`src/rtl/uart_ctrl_pkg.sv`:
```
// Shared definitions for the UART command-frame controller: FSM states,
// error codes, the default header byte and a saturating counter helper.
package uart_ctrl_pkg;

  typedef enum logic [2:0] {
    HUNT = 3'd0,
    ADDR = 3'd1,
    DHI  = 3'd2,
    DLO  = 3'd3,
    CSUM = 3'd4
  } state_t;

  localparam logic [1:0] ERR_NONE = 2'd0;
  localparam logic [1:0] ERR_CSUM = 2'd1;
  localparam logic [1:0] ERR_TMO  = 2'd2;

  localparam logic [7:0] HDR_BYTE_DFLT = 8'hAA;

  function automatic logic [7:0] sat_inc(input logic [7:0] v);
    return (v == 8'hFF) ? v : v + 8'd1;
  endfunction

endpackage

```
`src/rtl/uart_byte_fetch.sv`:
```
// Pop handshake for a non-show-ahead FIFO: one outstanding read at a time,
// data presented with byte_vld the cycle after the pop.
module uart_byte_fetch (
  input  logic       clk_50mhz,
  input  logic       rst,
  input  logic       fifo_empty,
  input  logic [7:0] fifo_dout,
  input  logic       hold,
  output logic       fifo_rd_en,
  output logic       byte_vld,
  output logic [7:0] byte_out
);

  logic rd_pend;

  assign fifo_rd_en = !fifo_empty && !rd_pend && !hold;
  assign byte_vld   = rd_pend;
  assign byte_out   = fifo_dout;

  // NOTE: sequential state uses non-blocking assignments so every flop
  // samples pre-edge values regardless of process ordering.
  always_ff @(posedge clk_50mhz or posedge rst) begin
    if (rst) rd_pend <= 1'b0;
    else     rd_pend <= fifo_rd_en;
  end

endmodule

```
`src/rtl/uart_frame_ctrl.sv`:
```
// Assembles 5-byte command frames from the UART RX FIFO, validates the XOR
// checksum and inter-byte gap, and issues one config write per good frame.
module uart_frame_ctrl
  import uart_ctrl_pkg::*;
#(
  parameter int unsigned TIMEOUT_CYC = 50000,
  parameter logic [7:0]  HDR_BYTE    = HDR_BYTE_DFLT
) (
  input  logic        clk_50mhz,
  input  logic        rst,
  input  logic        fifo_empty,
  input  logic [7:0]  fifo_dout,
  output logic        fifo_rd_en,
  output logic        cfg_wr_en,
  output logic [7:0]  cfg_addr,
  output logic [15:0] cfg_wdata,
  output logic        err_pulse,
  output logic [1:0]  err_code,
  output logic [7:0]  frame_cnt,
  output logic [7:0]  err_cnt,
  output logic        busy
);

  localparam int unsigned     GAP_W    = $clog2(TIMEOUT_CYC + 1);
  localparam logic [GAP_W-1:0] GAP_LAST = GAP_W'(TIMEOUT_CYC - 1);

  state_t             state, state_nxt;
  logic               commit, commit_nxt, csum_bad, tmo_hit;
  logic               byte_vld;
  logic [7:0]         byte_data;
  logic [7:0]         addr_sh, dhi_sh, dlo_sh;
  logic [GAP_W-1:0]   gap_cnt;

  uart_byte_fetch u_fetch (
    .clk_50mhz (clk_50mhz),
    .rst       (rst),
    .fifo_empty(fifo_empty),
    .fifo_dout (fifo_dout),
    .hold      (commit),
    .fifo_rd_en(fifo_rd_en),
    .byte_vld  (byte_vld),
    .byte_out  (byte_data)
  );

  assign busy      = (state != HUNT);
  assign cfg_wr_en = commit;
  // A byte landing on the timeout cycle wins, hence the !byte_vld term.
  assign tmo_hit   = busy && !byte_vld && (gap_cnt == GAP_LAST);

  // NOTE: every always_comb output gets a default first so no latch is inferred.
  always_comb begin
    state_nxt  = state;
    commit_nxt = 1'b0;
    csum_bad   = 1'b0;
    case (state)
      HUNT: if (byte_vld && byte_data == HDR_BYTE) state_nxt = ADDR;
      ADDR: if (byte_vld) state_nxt = DHI;
      DHI:  if (byte_vld) state_nxt = DLO;
      DLO:  if (byte_vld) state_nxt = CSUM;
      CSUM: if (byte_vld) begin
        state_nxt = HUNT;
        if (byte_data == (addr_sh ^ dhi_sh ^ dlo_sh)) commit_nxt = 1'b1;
        else                                          csum_bad   = 1'b1;
      end
      default: state_nxt = HUNT;
    endcase
    if (tmo_hit) state_nxt = HUNT;
  end

  always_ff @(posedge clk_50mhz or posedge rst) begin
    if (rst) state <= HUNT;
    else     state <= state_nxt;
  end

  // NOTE: the shadow bytes are a handful of flops, not a memory, so they
  // take the reset like every other register here.
  always_ff @(posedge clk_50mhz or posedge rst) begin
    if (rst) begin
      commit    <= 1'b0;
      err_pulse <= 1'b0;
      err_code  <= ERR_NONE;
      cfg_addr  <= '0;
      cfg_wdata <= '0;
      frame_cnt <= '0;
      err_cnt   <= '0;
      addr_sh   <= '0;
      dhi_sh    <= '0;
      dlo_sh    <= '0;
      gap_cnt   <= '0;
    end else begin
      commit    <= commit_nxt;
      err_pulse <= csum_bad || tmo_hit;

      if (byte_vld) begin
        case (state)
          ADDR:    addr_sh <= byte_data;
          DHI:     dhi_sh  <= byte_data;
          DLO:     dlo_sh  <= byte_data;
          default: ;
        endcase
      end

      if (commit_nxt) begin
        cfg_addr  <= addr_sh;
        cfg_wdata <= {dhi_sh, dlo_sh};
        frame_cnt <= sat_inc(frame_cnt);
      end

      if (csum_bad || tmo_hit) begin
        err_code <= csum_bad ? ERR_CSUM : ERR_TMO;
        err_cnt  <= sat_inc(err_cnt);
      end

      if (byte_vld || !busy) gap_cnt <= '0;
      else                   gap_cnt <= gap_cnt + GAP_W'(1);
    end
  end

endmodule

```
`config.mk`:
```
export PLATFORM = sky130hd
export DESIGN_NAME = uart_frame_ctrl
export DESIGN_NICKNAME = d
export VERILOG_FILES = /design/src/rtl/uart_ctrl_pkg.sv /design/src/rtl/uart_byte_fetch.sv /design/src/rtl/uart_frame_ctrl.sv
export SDC_FILE = /design/constraint.sdc
export NUM_CORES = 1
export LEC_CHECK = 0
export BUFFER_PORTS_ARGS = -buffer_cell sky130_fd_sc_hd__buf_2
export CORE_ASPECT_RATIO = 1.4
export CORE_MARGIN = 3
export CORE_UTILIZATION = 45
export CTS_CLUSTER_DIAMETER = 30
export CTS_CLUSTER_SIZE = 28
export DETAILED_ROUTE_END_ITERATION = 12
export PLACE_DENSITY = 0.65
export SLEW_MARGIN = 20
export SYNTH_ARGS = -nofsm -noshare
export SYNTH_HDL_FRONTEND = slang
export SYNTH_HIERARCHICAL = 1
export SYNTH_SLANG_ARGS = --single-unit
```
`constraint.sdc`:
```
create_clock -name clk_50mhz -period 3.7 [get_ports clk_50mhz]
set_clock_uncertainty 0.2 [all_clocks]
set_input_delay 0.185 -clock clk_50mhz [delete_from_list [all_inputs] [get_ports clk_50mhz]]
set_output_delay 0.185 -clock clk_50mhz [all_outputs]
set_load 0.05 [all_outputs]
```
==> results of run 1 <==
-- stage by stage --
| step | instances | hold WS [ps] | utilization | power, mW | setup slack, ps |
|---|---|---|---|---|---|
| final | 497 | 62.2 | 0.553 | 2.54 | 765 |
| after global routing | 497 | 76.1 | 0.553 | 2.66 | 582 |
| after CTS | 497 | 38.3 | 0.553 | 2.57 | 772 |
| after detailed placement | 471 | -161 | 0.503 | 1.57 | 905 |
| after global placement | 471 | -164 | 0.503 | 1.56 | 975 |
| after floorplan | 323 | -286 | - | 1.50 | 1060 |
-- worst register-to-register path, stage by stage (launching register included) --
cell      delay, ps
dfrtp_1         400
xor2_1          170
xnor2_1         130
nor4_1          540
nand3b_1        520
buf_4           410
mux2_2          310
-- cells by family after synthesis --
kind of cell | count (synthesis) | share of synthesized area
AOI/OAI and AO/OA | 22 | 0.0373
xor gates and xnor gates | 43 | 0.0943
adders and majority gates | 3 | 0.00940
buffers and inverters | 23 | 0.0313
DFF | 88 | 0.551
muxes | 55 | 0.156
and+or+nand+nor | 89 | 0.120
-- state kept, by name (all words and copies together), names as in the netlist --
| signal | count |
|---|---|
| dlo_sh | 8 |
| dhi_sh | 8 |
| err_code | 2 |
| addr_sh | 8 |
| cfg_wdata | 16 |
| u_fetch/byte_vld | 1 |
| err_pulse | 1 |
| err_cnt | 8 |
| state | 3 |
| gap_cnt | 16 |
| frame_cnt | 8 |
| cfg_wr_en | 1 |
| cfg_addr | 8 |
-- power by group through the flow --
stage	clock [mW]	sequential, mW	combinational, mW
after floorplan	0	1.12	0.375
after global placement	0	1.15	0.417
after CTS	1.00	1.14	0.432
after global routing	1.05	1.15	0.466
final	0.981	1.13	0.422
after detailed placement	0	1.15	0.422
-- placed cells by master (no fill, tap or decap), types with 3 or more instances in the layout --
master          n
o21ai_0         4
buf_2          56
a21oi_1         4
nor3_1          4
nand4_1         4
nand2_1        12
and3_1          9
xor2_1         20
ha_1            3
nand3_1        13
or3_1           3
xnor2_1        23
inv_1           6
dlygate4sd3_1  10
clkbuf_16       9
dfrtp_1        88
mux2_2         53
o21ai_1         3
nor2_1         25
buf_4           3
-- synthesized netlist by cell type (2+ instances only) --
master     n  share of area
a21oi_1    4         0.0050
nor2b_1    2         0.0031
inv_1      7         0.0066
o21ai_0    4         0.0050
xor2_1    20          0.044
mux2_2    53           0.15
nor3_1     4         0.0050
nor4_1     2         0.0031
nor2_1    25          0.023
nand3_1   13          0.016
or2_2      2         0.0031
nand2_1   12          0.011
o21ai_1    3         0.0038
nand3b_1   2         0.0038
and3_1     9          0.014
o211ai_1   2         0.0038
ha_1       3         0.0094
xnor2_1   23          0.050
o31ai_1    2         0.0038
clkbuf_1   6         0.0056
nor4bb_1   2         0.0050
nand2b_1   2         0.0031
dfrtp_1   88           0.55
or3_1      3         0.0047
buf_4      8          0.015
nand4_1    4         0.0063
-- layout make-up --
cell class              instances  area [um2]  area share
clock buffers                  12         256      0.0538
clock inverters                 4        76.3      0.0160
inverters                       7        27.5     0.00578
multi-input cells             212        1670       0.350
flip-flops and latches         88        2200       0.462
well taps                     105         131      0.0276
repair buffers                 69         403      0.0846
-- final timing paths --
kind	startpoint	endpoint	slack [ps]	cells past startpoint
worst min-delay path	rst	u_fetch/byte_vld	60	3
max in group asynchronous	rst	cfg_wdata[12]	2190	4
worst min register to register	cfg_wr_en	u_fetch/byte_vld	250	1
worst max-delay path	fifo_dout[4]	cfg_wdata[1]	760	8
worst max register to register	dlo_sh[4]	cfg_wdata[1]	900	6
min in group clk_50mhz	cfg_wr_en	u_fetch/byte_vld	250	1
-- layer usage --
layer  track usage  up-vias  part of all wire
met2         0.273       39              0.51
met3        0.0364        6             0.030
met4        0.0594        0             0.015
met1         0.193     1293              0.44
li1              -     1234                 -
met5             0        -                 0
==> reports/results.txt, run 1 <==
cell-internal power: 1.88 mW
Starting Density: 0.464
setup TNS: 0 ps
Slew @ Worst Pin: 800 ps
combinational share of power: 0.166
die area: 10100 um2
Final Hold Viols: 0
Final Wtd Congestion: 0.758
Max FO, Critical Path: 21
# IOs: 57
Routed Antenna Nets: 0
Min Clock Period, post-route: 2940 ps
Initial DRT Pass Iterations: 4
antenna violations before repair: 0
Sink Count: 88
H-tree levels: 3
period utilization: 0.793
FF+latch count, synth: 88
WL/cell: 15.0 um
sequential area share after synthesis: 0.551
drt via density: 5.18
Max-slew headroom: 0.465
die height: 117 um
Core Area: 8610 um2
CP required: 3710 ps
Seq pwr share: 0.447
CP Capture Type: flop
Max Root-Sink Buffers: 2
DR vias: 2572
Mapped Nets: 337
RSZ-0062 raised after global routing: no
Layout area overhead: 19.3%
GR Overflow Total: 0
DRC: 0
WS Path Type: in -> reg
Critical Path AT: 2950 ps
DP Wirelength: 5230 um
Site Rows: 40
Root Driver: clkbuf_16
Placed Area: 4330 um2
fillers: 742
delay of the slowest critical-path stage: 540 ps
Hold Buf Count CTS: 10
number of flops mapped to enable cells by yosys: 0
worst-path cell chain: dlygate4sd3_1 -> buf_2 -> xor2_1 -> xnor2_1 -> nor4_1 -> nand3b_1 -> buf_4 -> mux2_2
CTS tree: built
Yosys cell types: 44
number of global-route vias before repair: 2767
LEAKAGE: 2.39 nW
Setup Buffers After CTS: 0
clock slew at reported path FFs: 60 ps
# nets final: 401
Yosys warning total: 6
Peak VDD IR: 352 uV
ANT cells: 0
startpoint types: input pin
global-route wire length before repair: 12900 um
final instance area: 4760 um2
final wirelength: 7460 um
Post-Syn Instances: 323
Pwr Density: 532 nW/um2
Slowest cell on crit path: dlygate4sd3_1
Final Setup Violations: 0
outcome: complete, no violations
CTS buffer count: 9
layout cells sized above 1: 0.355
mapped cell area: 3990 um2
drt first-iter violations: 98
Clock Power Share: 0.387
syn_area_per_cell: 12.4 um2
largest net degree at the start of global routing: 43
asr flop ratio synth: 1.00
max-slew violations: 0
Overall Global Routing Usage: 0.159
Clk Latency, worst-skew pair: 330 ps
WP buf/inv: 3
switching share of power: 0.260
Net Sw Power: 661 uW
fmax: 341 MHz
Max Cap Violations: 0
Top FF cell, synth: dfrtp_1
die width: 85.6 um
cts repair resizes: 0
Port Buffers: 56
worst hold-check path type: in -> async
Largest delay share family, worst path: buffers and inverters
Note: power is estimated with default switching activity, not from simulation.
==> run 2: changes to the inputs <==
- ABC_AREA: not set -> 1
- PLACE_DENSITY: 0.65 -> 0.67
- clock period: 3.7 -> 2.39 ns (I/O delays scaled with it)
==> reports/results.txt, run 2 <==
complex-gate fraction of the synthesized area: 0.0720
CTS buffer count: 9
Seq pwr share: 0.422
Clock Power Share: 0.295
die area: 10800 um2
worst hold-check path type: in -> async
Slew @ Worst Pin: 679 ps
WL/cell: 12.7 um
switching share of power: 0.354
Post-Layout Cell Count: 716
cts repair resizes: 0
RSZ-0062 raised after global routing: no
Max-slew headroom: 0.546
met1 Use GR: 0.218
Sink Count: 88
period utilization: 0.859
Total Power: 4.81 mW
GR Overflow Total: 0
largest family of logic cells by synthesized area: simple AND/OR/NAND/NOR gates
GRT busiest layer: met2
XOR/XNOR share of the synthesized area: 0.0425
most frequent cell after synthesis: nand2_1
# IOs: 57
final core occ: 0.553
CP Capture Type: flop
global-route wire length before repair: 15500 um
layout cells sized above 1: 0.161
Final Setup Violations: 0
ANT cells: 0
cell taking the most area after synthesis: dfrtp_1
Setup Buffers After CTS: 0
Max Root-Sink Buffers: 2
H-tree levels: 3
fillers: 861
syn_area_per_cell: 8.01 um2
max-slew violations: 0
largest net degree at the start of global routing: 43
Final Hold Viols: 0
FF-to-FF Start: dhi_sh[0]
most frequent cells in the layout: 189 x nand2_1, 88 x dfrtp_1, 59 x inv_1
grt met2 use: 0.316
Net Sw Power: 1.70 mW
outcome: complete, no violations
Max FO, Critical Path: 16
startpoint types: input pin
Root Driver: clkbuf_16
cell-internal power: 3.11 mW
Port Buffers: 56
setup TNS: 0 ps
Cells after DPL: 689
Core Area: 9180 um2
Initial DRT Pass Iterations: 4
number of flops mapped to enable cells by yosys: 0
top post-synthesis cells by count: 189 x nand2_1, 88 x dfrtp_1, 60 x inv_1, 34 x o21ai_0, 28 x nor2_1
DR vias: 3573
combinational share of power: 0.283
Final Wtd Congestion: 0.760
# nets final: 618
antenna violations before repair: 0
Max Cap Violations: 0
fmax: 487 MHz
Clk Latency, worst-skew pair: 340 ps
Critical Path AT: 2090 ps
Layout area overhead: 17.3%
number of global-route vias before repair: 3507
drt first-iter violations: 125
Regs by FF count: cfg_wdata: 16 flops, gap_cnt: 16 flops
reg2reg end: frame_cnt[6]
mux cell area share after synthesis: 0
Site Rows: 41
WS Path Type: in -> reg
Post-Syn Instances: 540
FF+latch count, synth: 88
DP Wirelength: 6570 um
mapped cell area: 4330 um2
die height: 122 um
Hold Buf Count CTS: 11
Mapped Nets: 554
Yosys warning total: 6
Reg2Reg Setup Slack: 390 ps
sequential area share after synthesis: 0.509
Overall Global Routing Usage: 0.184
clock slew at reported path FFs: 60 ps
r2r worst-path depth: 12
Starting Density: 0.471
asr flop ratio synth: 1.00
DRC: 0
Top FF cell, synth: dfrtp_1
Yosys cell types: 30
largest cells by area after synthesis: dfrtp_1 51%, nand2_1 16%, inv_1 5.2%
Synth Area in Simple Gates: 0.284
Min Clock Period, post-route: 2050 ps
final worst hold slack: 239 ps
Adder-Cell Fraction of Synth Area: 0.00868
Routed Antenna Nets: 0
drt via density: 4.99
CP required: 2430 ps
Pwr Density: 947 nW/um2
CTS tree: built
LEAKAGE: 2.75 nW
Peak VDD IR: 565 uV
commonest non-fill, non-tap cell in the layout: nand2_1
final wirelength: 9110 um
die width: 88.9 um
Synth top area share: 0.509
GR Util met3: 0.0352
run 2: changes by cell type after synthesis, moves of 14 or more:
cell	previous run	this run
xnor2_1	23	7
o21ai_0	4	34
nand3_1	13	27
inv_1	7	60
mux2_2	53	0
nand2_1	12	189
run 2: worst max-delay path by stage:
stage | startpoint | endpoint
final | fifo_dout[5] | frame_cnt[6]
after global routing | fifo_dout[0] | cfg_wdata[3]
after CTS | fifo_dout[0] | cfg_wdata[3]
after detailed placement | dhi_sh[0] | frame_cnt[6]
after global placement | dhi_sh[0] | cfg_addr[5]
after floorplan | err_cnt[0] | err_cnt[2]
run 2: metrics by stage:
| step | cell area [um2] | setup slack (ps) |
|---|---|---|
| 2_1_floorplan | 4330 | 319 |
| 4_1_cts | 5080 | 317 |
| 3_3_place_gp | 4660 | 424 |
| 3_5_place_dp | 4660 | 372 |
| 6_report | 5080 | 338 |
| 5_1_grt | 5080 | 97.0 |
run 2: cell type report:
type                    count  area [um2]  area share
clock inverters             2        37.5     0.00739
multi-input cells         369        1760       0.347
clock buffers              14         264      0.0520
flip-flops and latches     88        2200       0.434
well taps                 107         134      0.0264
inverters                  66         251      0.0495
repair buffers             70         425      0.0838
run 2: critical path: stages:
cell,delay [ps]
dlygate4sd3_1,530
buf_2,140
inv_1,90
nand2_1,80
nand2_1,70
nand3_1,60
nand2_1,80
nand2_1,60
nor2_2,190
nand3_4,210
inv_2,240
nand3_1,100
nand2_1,80
inv_1,30
run 2: kinds of logic after synthesis:
| logic type | after synthesis |
|---|---|
| adders and majority gates | 3 |
| DFF | 88 |
| AOI/OAI and AO/OA | 60 |
| and+or+nand+nor | 285 |
| xor gates and xnor gates | 21 |
| buffers and inverters | 83 |
run 2: power groups by stage:
stage / sequential (mW) / combinational, mW / clock, mW
detailed placement: 2.06 / 1.34 / 0
global route: 2.07 / 1.57 / 1.51
global placement: 2.04 / 1.31 / 0
floorplan: 2.09 / 1.00 / 0
finish: 2.03 / 1.36 / 1.42
CTS: 2.03 / 1.38 / 1.44
run 2: routing by layer:
metal	share of wire	vias to the layer above
li1	-	1811
met1	0.42	1688
met2	0.52	59
met3	0.035	15
met4	0.022	0
met5	0	-
==> run 3: changes to the inputs <==
- CTS_CLUSTER_DIAMETER: 30 -> 60
- SYNTH_HIERARCHICAL: 1 -> not set
==> reports/results.txt, run 3 <==
outcome: complete, no violations
die width: 89.4 um
Site Rows: 42
Initial DRT Pass Iterations: 4
H-tree levels: 3
Pwr Density: 1010 nW/um2
Overall Global Routing Usage: 0.184
Reg2Reg Setup Slack: 380 ps
WP buf/inv: 5
Top FF cell, synth: dfrtp_1
global-route wire length before repair: 15700 um
Synth top area share: 0.503
cell taking the most area after synthesis: dfrtp_1
CP required: 2460 ps
Sink Count: 88
most frequent cells in the layout: 167 x nand2_1, 88 x dfrtp_1, 56 x inv_1, 56 x buf_2, 34 x o21ai_0
FF-to-FF Start: dlo_sh[0]
CP Capture Type: flop
max-slew violations: 0
Post-Syn Instances: 521
largest net degree at the start of global routing: 45
Starting Density: 0.463
Max FO, Critical Path: 43
r2r worst-path depth: 12
final wirelength: 9220 um
Peak VDD IR: 527 uV
met1 wire length: 4070 um
setup TNS: 0 ps
Slowest cell on crit path: dlygate4sd3_1
GR Overflow Total: 0
Yosys cell types: 31
# nets final: 607
drt first-iter violations: 164
WS Path Type: in -> reg
FF+latch count, synth: 88
DR vias: 3508
Final Hold Viols: 0
ANT cells: 0
Max Root-Sink Buffers: 2
reg2reg end: cfg_wdata[6]
DRC: 0
DP Wirelength: 6520 um
Clk Latency, worst-skew pair: 340 ps
fillers: 838
number of flops mapped to enable cells by yosys: 0
worst-path cell chain: dlygate4sd3_1 -> buf_2 -> inv_1 -> nand2_1 -> nand2_1 -> nand3_1 -> nand2_1 -> nand2_1 -> nor2_2 -> nand2_2 -> clkinv_2 -> nand2_8 -> buf_4 -> o21ai_2
Setup Buffers After CTS: 0
most frequent cell after synthesis: nand2_1
delay of the slowest critical-path stage: 530 ps
Mapped Nets: 535
worst hold-check path type: in -> async
DR top layer: met4
sequential area share after synthesis: 0.503
# IOs: 57
period utilization: 0.873
antenna violations before repair: 0
Critical Path AT: 2160 ps
commonest non-fill, non-tap cell in the layout: nand2_1
Regs by FF count: cfg_wdata: 16 flops, gap_cnt: 16 flops
largest cells by area after synthesis: dfrtp_1 50%, nand2_1 14%, o21ai_2 5.0%
wire length on met3: 300 um
Slew @ Worst Pin: 635 ps
die area: 11000 um2
number of global-route vias before repair: 3422
final worst hold slack: 198 ps
Layout area overhead: 20.1%
top post-synthesis cells by count: 167 x nand2_1, 88 x dfrtp_1, 57 x inv_1, 34 x o21ai_0, 31 x nor2_1
asr flop ratio synth: 1.00
Core Area: 9460 um2
fmax: 479 MHz
Largest delay share family, worst path: buffers and inverters
Final Wtd Congestion: 0.900
Routed Antenna Nets: 0
layout cells sized above 1: 0.214
Final Setup Violations: 0
WL/cell: 13.0 um
critical path launch point: fifo_dout[0]
Min Clock Period, post-route: 2090 ps
CTS buffer count: 9
Yosys warning total: 0
mapped cell area: 4380 um2
startpoint types: input pin
CTS tree: built
Max-slew headroom: 0.575
LEAKAGE: 2.76 nW
RSZ-0062 raised after global routing: no
Port Buffers: 56
met2 wire len: 4660 um
die height: 123 um
clock slew at reported path FFs: 60 ps
Root Driver: clkbuf_16
Most common cell on crit path: nand2_1
Max Cap Violations: 0
drt via density: 4.95
CP Depth: 14
syn_area_per_cell: 8.41 um2
CP endpoint: cfg_wdata[6]
## run 3: timing repair
action	CTS	global route
endpoints found under the setup margin	0	6
resized for setup	0	1
hold endpoints to repair	50	0
hold buffers	10	0
## run 3: final cells by class
| cell class | count | area (um2) | area share |
|---|---|---|---|
| clock buffer | 10 | 229 | 0.0435 |
| clock inverter | 6 | 155 | 0.0295 |
| inverter | 64 | 245 | 0.0466 |
| multi-input combinational | 361 | 1880 | 0.357 |
| sequential | 88 | 2200 | 0.419 |
| tap | 110 | 138 | 0.0262 |
| timing repair buffer | 69 | 415 | 0.0790 |
## run 3: routing by layer
layer  track usage  vias to the layer above
li1              -                     1797
met3        0.0369                       17
met5             0                        -
met2         0.305                       48
met1         0.230                     1646
met4        0.0801                        0
## run 3: cell families after synthesis
family | Yosys count | synth area share
AO/OA/AOI/OAI | 69 | 0.102
XOR/XNOR | 22 | 0.0440
adder cells (fa/ha/maj) | 3 | 0.00857
buffers and inverters | 72 | 0.0706
flip-flops | 88 | 0.503
AND/OR/NAND/NOR | 267 | 0.272
## run 3: worst reg2reg max path, cell delays in order, from the launching register on
cell	delay, ps
dfrtp_1	400
inv_1	100
nand2_1	80
nand2_1	70
nand3_1	60
nand2_1	80
nand2_1	80
nor2_2	130
nand2_2	90
clkinv_2	110
nand2_8	210
buf_4	230
o21ai_2	100
## run 3: worst min path at each step
stage            startpoint  cells past startpoint  slack (ps)          endpoint
3_5_place_dp            rst                      2          30      frame_cnt[2]
6_report                rst                      3         200      frame_cnt[2]
4_1_cts                 rst                      3         210     cfg_wdata[14]
5_1_grt           cfg_wr_en                      1         250  u_fetch.byte_vld
3_3_place_gp            rst                      2          30      frame_cnt[1]
2_1_floorplan  fifo_dout[3]                      2          80        addr_sh[3]
## run 3: through the flow
stage	power [mW]	setup WS, ps	area (um2)	util	instances
after detailed placement	3.51	287	4770	0.504	682
final	5.30	302	5260	0.556	708
after global routing	5.66	106	5260	0.556	708
after global placement	3.45	299	4770	0.504	682
after CTS	5.34	200	5250	0.555	708
after floorplan	3.17	240	4380	-	521
## run 3: report_power, final
part / total [mW] / switching [mW] / internal, mW
clock: 1.81 / 0.580 / 1.23
combinational: 1.42 / 0.953 / 0.469
sequential: 2.06 / 0.283 / 1.78
total: 5.30 / 1.82 / 3.48
